`src/rtl/wb_unit.sv`:
```
// rtl/wb_unit.sv - register file writeback: load queue, load formatting, ALU skid, write arbitration
module wb_unit #(
  parameter int LQ_DEPTH = 2
) (
  input  logic        clk,
  input  logic        rst,
  input  logic        alu_valid,
  output logic        alu_ready,
  input  logic [4:0]  alu_rd,
  input  logic [31:0] alu_data,
  input  logic        ld_valid,
  output logic        ld_ready,
  input  logic [4:0]  ld_rd,
  input  logic [2:0]  ld_funct3,
  input  logic [1:0]  ld_addr_lo,
  input  logic        mem_rvalid,
  input  logic [31:0] mem_rdata,
  output logic        reg_write,
  output logic [4:0]  Instruction_rd,
  output logic [31:0] write_data_reg_file,
  output logic [31:0] pending_mask,
  output logic        err
);

  localparam int PW = (LQ_DEPTH > 1) ? $clog2(LQ_DEPTH) : 1;
  localparam int CW = $clog2(LQ_DEPTH + 1);

  logic [4:0]    q_rd [LQ_DEPTH];
  logic [2:0]    q_f3 [LQ_DEPTH];
  logic [1:0]    q_lo [LQ_DEPTH];
  logic [PW-1:0] wr_ptr, rd_ptr;
  logic [CW-1:0] count;

  logic          skid_valid;
  logic [4:0]    skid_rd;
  logic [31:0]   skid_data;

  logic          push, pop, alu_acc, q_empty, bad_f3;
  logic [4:0]    head_rd;
  logic [2:0]    head_f3;
  logic [1:0]    head_lo;
  logic [7:0]    byte_sel;
  logic [15:0]   half_sel;
  logic [31:0]   ld_data;

  function automatic logic [PW-1:0] ptr_inc(input logic [PW-1:0] p);
    return (p == PW'(LQ_DEPTH - 1)) ? '0 : p + 1'b1;
  endfunction

  assign q_empty   = (count == '0);
  assign ld_ready  = (count != CW'(LQ_DEPTH));
  assign alu_ready = !skid_valid;
  assign push      = ld_valid && ld_ready;
  assign pop       = mem_rvalid && !q_empty;
  assign alu_acc   = alu_valid && alu_ready;
  assign head_rd   = q_rd[rd_ptr];
  assign head_f3   = q_f3[rd_ptr];
  assign head_lo   = q_lo[rd_ptr];

  always_comb begin
    byte_sel = 8'(mem_rdata >> {head_lo, 3'b000});
    half_sel = head_lo[1] ? mem_rdata[31:16] : mem_rdata[15:0];
    ld_data  = '0;
    bad_f3   = 1'b0;
    case (head_f3)
      3'b000:  ld_data = {{24{byte_sel[7]}}, byte_sel};
      3'b100:  ld_data = {24'h0, byte_sel};
      3'b001:  ld_data = {{16{half_sel[15]}}, half_sel};
      3'b101:  ld_data = {16'h0, half_sel};
      3'b010:  ld_data = mem_rdata;
      default: bad_f3  = 1'b1;
    endcase
  end

  // Walk the live entries from the head; x0 never blocks decode.
  always_comb begin
    pending_mask = '0;
    for (int k = 0; k < LQ_DEPTH; k++) begin
      if (CW'(k) < count)
        pending_mask[q_rd[PW'((int'(rd_ptr) + k) % LQ_DEPTH)]] = 1'b1;
    end
    pending_mask[0] = 1'b0;
  end

  always_ff @(posedge clk) begin
    if (push) begin
      q_rd[wr_ptr] <= ld_rd;
      q_f3[wr_ptr] <= ld_funct3;
      q_lo[wr_ptr] <= ld_addr_lo;
    end
  end

  always_ff @(posedge clk or posedge rst) begin
    if (rst) begin
      wr_ptr              <= '0;
      rd_ptr              <= '0;
      count               <= '0;
      skid_valid          <= 1'b0;
      skid_rd             <= '0;
      skid_data           <= '0;
      reg_write           <= 1'b0;
      Instruction_rd      <= '0;
      write_data_reg_file <= '0;
      err                 <= 1'b0;
    end else begin
      if (push) wr_ptr <= ptr_inc(wr_ptr);
      if (pop)  rd_ptr <= ptr_inc(rd_ptr);
      if (push && !pop)      count <= count + 1'b1;
      else if (pop && !push) count <= count - 1'b1;

      reg_write <= 1'b0;
      // Load responses cannot be stalled, so they always win the port.
      if (pop) begin
        reg_write           <= (head_rd != 5'd0);
        Instruction_rd      <= head_rd;
        write_data_reg_file <= ld_data;
        if (alu_acc) begin
          skid_valid <= 1'b1;
          skid_rd    <= alu_rd;
          skid_data  <= alu_data;
        end
      end else if (skid_valid) begin
        reg_write           <= (skid_rd != 5'd0);
        Instruction_rd      <= skid_rd;
        write_data_reg_file <= skid_data;
        skid_valid          <= 1'b0;
      end else if (alu_acc) begin
        reg_write           <= (alu_rd != 5'd0);
        Instruction_rd      <= alu_rd;
        write_data_reg_file <= alu_data;
      end

      if ((mem_rvalid && q_empty) || (pop && bad_f3)) err <= 1'b1;
    end
  end

endmodule

```
`config.mk`:
```
export PLATFORM = sky130hd
export DESIGN_NAME = wb_unit
export DESIGN_NICKNAME = d
export VERILOG_FILES = /design/src/rtl/wb_unit.sv
export SDC_FILE = /design/constraint.sdc
export NUM_CORES = 1
export LEC_CHECK = 0
export CAP_MARGIN = 20
export CORE_ASPECT_RATIO = 2
export CORE_MARGIN = 4
export CORE_UTILIZATION = 49
export CTS_CLUSTER_SIZE = 8
export DETAILED_ROUTE_END_ITERATION = 8
export PLACE_DENSITY = 0.87
export SKIP_CTS_REPAIR_TIMING = 1
export SLEW_MARGIN = 20
export SYNTH_ARGS = -nofsm -noshare
export SYNTH_HDL_FRONTEND = slang
export SYNTH_SLANG_ARGS = --single-unit
```
`constraint.sdc`:
```
create_clock -name clk -period 3.1 [get_ports clk]
set_clock_uncertainty 0.1 [all_clocks]
set_input_delay 0.62 -clock clk [delete_from_list [all_inputs] [get_ports clk]]
set_output_delay 0.62 -clock clk [all_outputs]
set_load 0.02 [all_outputs]
```
==> results.md, run 1 <==
- Outcome: finished, violations left
- Failing checks: negative setup slack
- Post-synth EDFFs: 20
- # setup viols final: 12
- Unique masters post-synth: 53
- Synth warn: 0
- Leakage dissipation: 3.33 nW
- Sequential share of the synthesized area: 0.472
- Area growth syn-to-layout: 38.2%
- Register bit total from synthesis: 101
- Final WS setup: -0.0805 ns
- Num rows: 54
- Synth area leader: dfrtp_1
- Worst relative slew slack: 0.562
- Cell Area, Placed: 7320 sq um
- GRT overflow: 0
- Die Width: 83.4 um
- DRC: 0
- Fill cell count: 820
- Worst-skew pair later-pin latency: 0.35 ns
- Most area-consuming cells after synthesis: dfrtp_1 36%, edfxtp_1 11%, mux2_2 8.1%, a21oi_1 6.5%, o22ai_1 6.3%
- WP data required: 2.38 ns
- Post-Place Cells: 841
- Die ar.: 13200 sq um
- CTS clk-pin slew, worst paths: 0.06 ns
- Max Cap Viol: 0
- Initial DRC Count: 440
- Global-route wire length before repair: 28.8 mm
- Ys async rst share: 0.802
- Most frequent cells after synthesis: 81 x dfrtp_1, 72 x a21oi_1, 56 x o22ai_1
- Crit path launch: rd_ptr$_DFFE_PP0P_
- Power per Cell Area: 917 nW/um^2
- Slew Viols, Final: 0
- Maximum clock frequency: 0.314 GHz
- Fin cells: 860
- Clock Sink Count: 101
- Worst slew pin tran: 0.657 ns
- CTS tree: yes
- Avg Inst Size Synth: 9.92 sq um
- Clock Root Buffer: clkbuf_16
- WL/cell: 21.8 um
- First drt pass iteration count: 5
- Synthesized cell area: 5570 sq um
- RSZ-0062 raised after global routing: yes
- PortBufs: 155
- WS Path Type: flip-flop to output pin
- TritonCTS buffer count: 9
- Area occupied by multi-input gates: 2740 sq um
- Vias per Instance: 6.35
- Post-Syn Nets: 649
- Post-route cell area: 7690 sq um
- Origin of the critical flop-to-flop path: rd_ptr$_DFFE_PP0P_
- Final Util: 0.699
- Core area: 11000 sq um
- NumNets Final: 801
- Die height: 159 um
- Type of destination of the critical path: output pin
- Min-Delay Path Class: flip-flop to flip-flop
- Hold Crit Start: err$_DFFE_PP0P_
- Top fanout value on the critical path: 40
- IO Count: 157
- Vias in the first global route: 5569
- Post-Route WL: 18.7 mm
- CP arrival: 2.46 ns
- DRT antenna net count: 0
- Most frequent cell after synthesis: dfrtp_1
- Endpoints failing hold: 0
- Detailed placer's ending HPWL: 14.2 mm
- TNS Setup: -0.534 ns
- Seq. cell area: 2630 sq um
- Largest net degree at the start of global routing: 48
- Fin crit share: 1.03
- H-tree Lvls: 3
- Post-synth top area share: 0.364
- Initial antenna violation count: 2
- Worst setup SP type: flip-flop
- Power Total: 0.00705 W
- Routed vias: 5457
- Min Tclk post-route: 3.18 ns
- Total GRT Usage: 0.274
- Gate Count Post-Synth: 561
- Placer congestion estimate: 0.918
- Initial Util: 0.505
- Clock buffer depth: 2
- Dominant synthesized flop cell: dfrtp_1
- Fraction of layout cells with a size suffix above 1: 0.131
- VDD IR-drop max: 0.562 mV
## final cells by class
class,count,area share
Multi-Input combinational cell,409,0.356
Sequential cell,101,0.341
Timing Repair Buffer,178,0.233
Clock buffer,11,0.0315
Tap cell,140,0.0228
Clock inverter,5,0.00748
Inverter,14,0.00699
Antenna cell,2,0.000650
## worst max-delay path, cell delays in order, from the launching register on
cell,delay (ns)
dfrtp_1,0.43
buf_12,0.20
nand2b_1,0.18
o21ai_0,0.16
nand2b_1,0.24
o22ai_1,0.24
clkdlybuf4s50_1,0.65
## state kept, by name, summed over array words and instances, names as in the netlist
name and flops:
q_rd 10, err 1, skid_valid 1, skid_data 32, Instruction_rd 5, rd_ptr 1
wr_ptr 1, q_f3 6, count 2, skid_rd 5, q_lo 4, write_data_reg_file 32
reg_write 1
## where the power goes
part           switching (W)  total (W)  internal [W]  leakage (nW)
Combinational        0.00202    0.00364       0.00162          2.01
Clock               0.000496    0.00115      0.000651         0.150
Sequential          0.000350    0.00227       0.00192          1.17
## metal layers
layer | global-route usage | vias to the layer above | wire length, um
met5 | 0 | - | 0
met4 | 0.182 | 0 | 1220
met3 | 0.0430 | 80 | 1140
met2 | 0.499 | 313 | 10100
met1 | 0.283 | 2645 | 6250
li1 | - | 2419 | -
## layout by cell type, fill, tap and decap left out, types with 6 or more instances in the layout
cell             Yosys  final
clkdlybuf4s50_1      0    136
buf_4                3     21
nand2_1             36     35
mux2i_1             26     24
dlymetal6s2s_1       0     19
o22ai_1             56     56
mux2_2              40     40
nor2_1              39     39
dfrtp_1             81     81
a221oi_1             6      6
o32ai_1              6      6
clkbuf_16            0      9
edfxtp_1            20     20
o21ai_0             37     37
o22a_1               7      7
nand2b_1            11     10
a21oi_1             72     72
inv_1               14     13
## through the flow
step,worst slack [ns],hold WS [ns]
final,-0.0805,0.370
after global routing,-0.155,0.404
after CTS,-0.0771,0.374
after detailed placement,0.303,0.355
after global placement,0.383,0.357
after floorplan,0.300,0.355
## final timing paths
| check | end | slack [ns] | depth (start not counted) |
|---|---|---|---|
| max | pending_mask[27] | -0.08 | 6 |
| min | err$_DFFE_PP0P_ | 0.37 | 1 |
| max reg2reg | write_data_reg_file[27]$_DFFE_PP0P_ | 0.50 | 6 |
| min reg2reg | err$_DFFE_PP0P_ | 0.37 | 1 |
| max in group asynchronous | skid_data[10]$_DFFE_PP0P_ | 1.67 | 3 |
| min in group asynchronous | skid_data[26]$_DFFE_PP0P_ | 0.56 | 2 |
## cells by family after synthesis
kind of cell               share of synthesized area
muxes                                          0.134
buffers and inverters                         0.0405
xor gates and xnor gates                     0.00629
AOI/OAI and AO/OA                              0.239
adders and majority gates                    0.00899
and+or+nand+nor                               0.0980
DFF                                            0.472
other                                       0.000674
No activity file was read; power rests on OpenSTA's default activity.
==> run 2, diff against run 1 <==
- CELL_PAD_IN_SITES_DETAIL_PLACEMENT: not set -> 2
- CELL_PAD_IN_SITES_GLOBAL_PLACEMENT: not set -> 2
- CORE_UTILIZATION: 49 -> 29
- PLACE_DENSITY: 0.87 -> 0.85
==> results.md, run 2 (same netlist as run 1, synthesis figures left out) <==
- Fin crit share: 1.01
- Worst-skew pair later-pin latency: 0.35 ns
- Seq. cell area: 2630 sq um
- Post-Route WL: 23.8 mm
- TNS Setup: -0.0763 ns
- Max Cap Viol: 0
- Worst slew pin tran: 0.770 ns
- Worst relative slew slack: 0.487
- Dpl ws: 0.111 ns
- VDD IR-drop max: 0.336 mV
- CTS clk-pin slew, worst paths: 0.07 ns
- Power Total: 0.00730 W
- Routed vias: 5389
- Placer congestion estimate: 0.895
- Largest registers: skid_data x32, write_data_reg_file x32, q_rd x10
- Leakage dissipation: 3.49 nW
- Die height: 204 um
- Endpoints failing hold: 0
- Maximum clock frequency: 0.319 GHz
- Ant diodes: 0
- NumNets Final: 799
- Largest net degree at the start of global routing: 46
- TritonCTS buffer count: 9
- WL/cell: 24.5 um
- Initial DRC Count: 256
- Top fanout value on the critical path: 9
- Clock Sink Count: 101
- Most common cell after layout, fill and taps aside: clkdlybuf4s50_1
- Global-route wire length before repair: 35.9 mm
- Worst setup SP type: flip-flop
- Cell Area, Placed: 7470 sq um
- Initial antenna violation count: 0
- Type of destination of the critical path: output pin
- Post-route cell area: 7910 sq um
- Min-Delay Path Class: flip-flop to flip-flop
- H-tree Lvls: 3
- DRT antenna net count: 0
- Slew Viols, Final: 0
- CTS tree: yes
- PortBufs: 155
- Clock Root Buffer: clkbuf_16
- Commonest non-fill, non-tap cells in the layout: 127 x clkdlybuf4s50_1, 80 x dfrtp_1, 71 x a21oi_1
- Clock buffer depth: 2
- Power per Cell Area: 923 nW/um^2
- Critical-path cell list: mux2i_1, nor3b_2, nand2_2, o22ai_1, clkdlybuf4s50_1
- GRT overflow: 0
- Vias per Instance: 5.55
- Fraction of layout cells with a size suffix above 1: 0.145
- Final WS setup: -0.0396 ns
- Vias in the first global route: 6327
- WP data required: 2.38 ns
- CP arrival: 2.42 ns
- Num rows: 71
- Initial Util: 0.296
- Core area: 18800 sq um
- Fill cell count: 2007
- Final Util: 0.420
- WS Path Type: flip-flop to output pin
- Detailed placer's ending HPWL: 18.6 mm
- Min Tclk post-route: 3.14 ns
- Total GRT Usage: 0.215
- Area occupied by multi-input gates: 2800 sq um
- IO Count: 157
- Area growth syn-to-layout: 42.2%
- RSZ-0062 raised after global routing: yes
- Die Width: 106 um
- CP max stage cell: clkdlybuf4s50_1
- First drt pass iteration count: 4
- # setup viols final: 3
- Die ar.: 21600 sq um
- DRC: 0
- Failing checks: negative setup slack
- Outcome: finished, violations left
- CP max stage delay: 0.63 ns
## run 2: cell types whose count changed in the layout (fill, tap and decap cells not counted), sizes merged
cell	delta
clkinvlp	+1
diode	-2
clkbuf	-2
dlymetal6s2s	+9
clkdlybuf4s50	-9
clkinv	+1
buf	-2
## run 2: worst paths after layout
| path | slack, ns | endpoint | depth (start not counted) | start |
|---|---|---|---|---|
| max | -0.04 | pending_mask[17] | 5 | rd_ptr$_DFFE_PP0P_ |
| min | 0.38 | err$_DFFE_PP0P_ | 1 | err$_DFFE_PP0P_ |
| max reg2reg | 0.31 | write_data_reg_file[7]$_DFFE_PP0P_ | 7 | rd_ptr$_DFFE_PP0P_ |
| min reg2reg | 0.38 | err$_DFFE_PP0P_ | 1 | err$_DFFE_PP0P_ |
| max in group asynchronous | 1.60 | rd_ptr$_DFFE_PP0P_ | 3 | rst |
| min in group asynchronous | 0.60 | skid_data[19]$_DFFE_PP0P_ | 2 | rst |
## run 2: layer usage
layer	track usage	vias to the layer above	wire length (um)
li1	-	2414	-
met1	0.210	2706	8180
met2	0.419	207	13300
met3	0.0291	62	921
met4	0.126	0	1390
met5	0	-	0
## run 2: area by class of cell
type                       instances  area share
multi-input combinational        409       0.354
sequential                       101       0.332
timing repair buffer             176       0.230
tap                              255      0.0403
clock buffer                       9      0.0285
clock inverter                     7     0.00917
inverter                          14     0.00680
## run 2: metrics by stage
stage,hold WS (ns),cells
2_1_floorplan,0.355,561
3_3_place_gp,0.364,955
3_5_place_dp,0.368,955
4_1_cts,0.389,971
5_1_grt,0.428,971
6_report,0.378,971
## run 2: worst max-delay path: cells and delay by family (launching register included)
family / cells / cell delay [ns]
buf+inv: 1 / 0.63
simple gates: 2 / 0.49
flops: 1 / 0.48
mux: 1 / 0.31
compound gates: 1 / 0.16
## run 2: report_power, final
part,total (W),switching (W),internal [W]
combinational,0.00383,0.00220,0.00164
sequential,0.00232,0.000398,0.00192
clock,0.00115,0.000519,0.000629
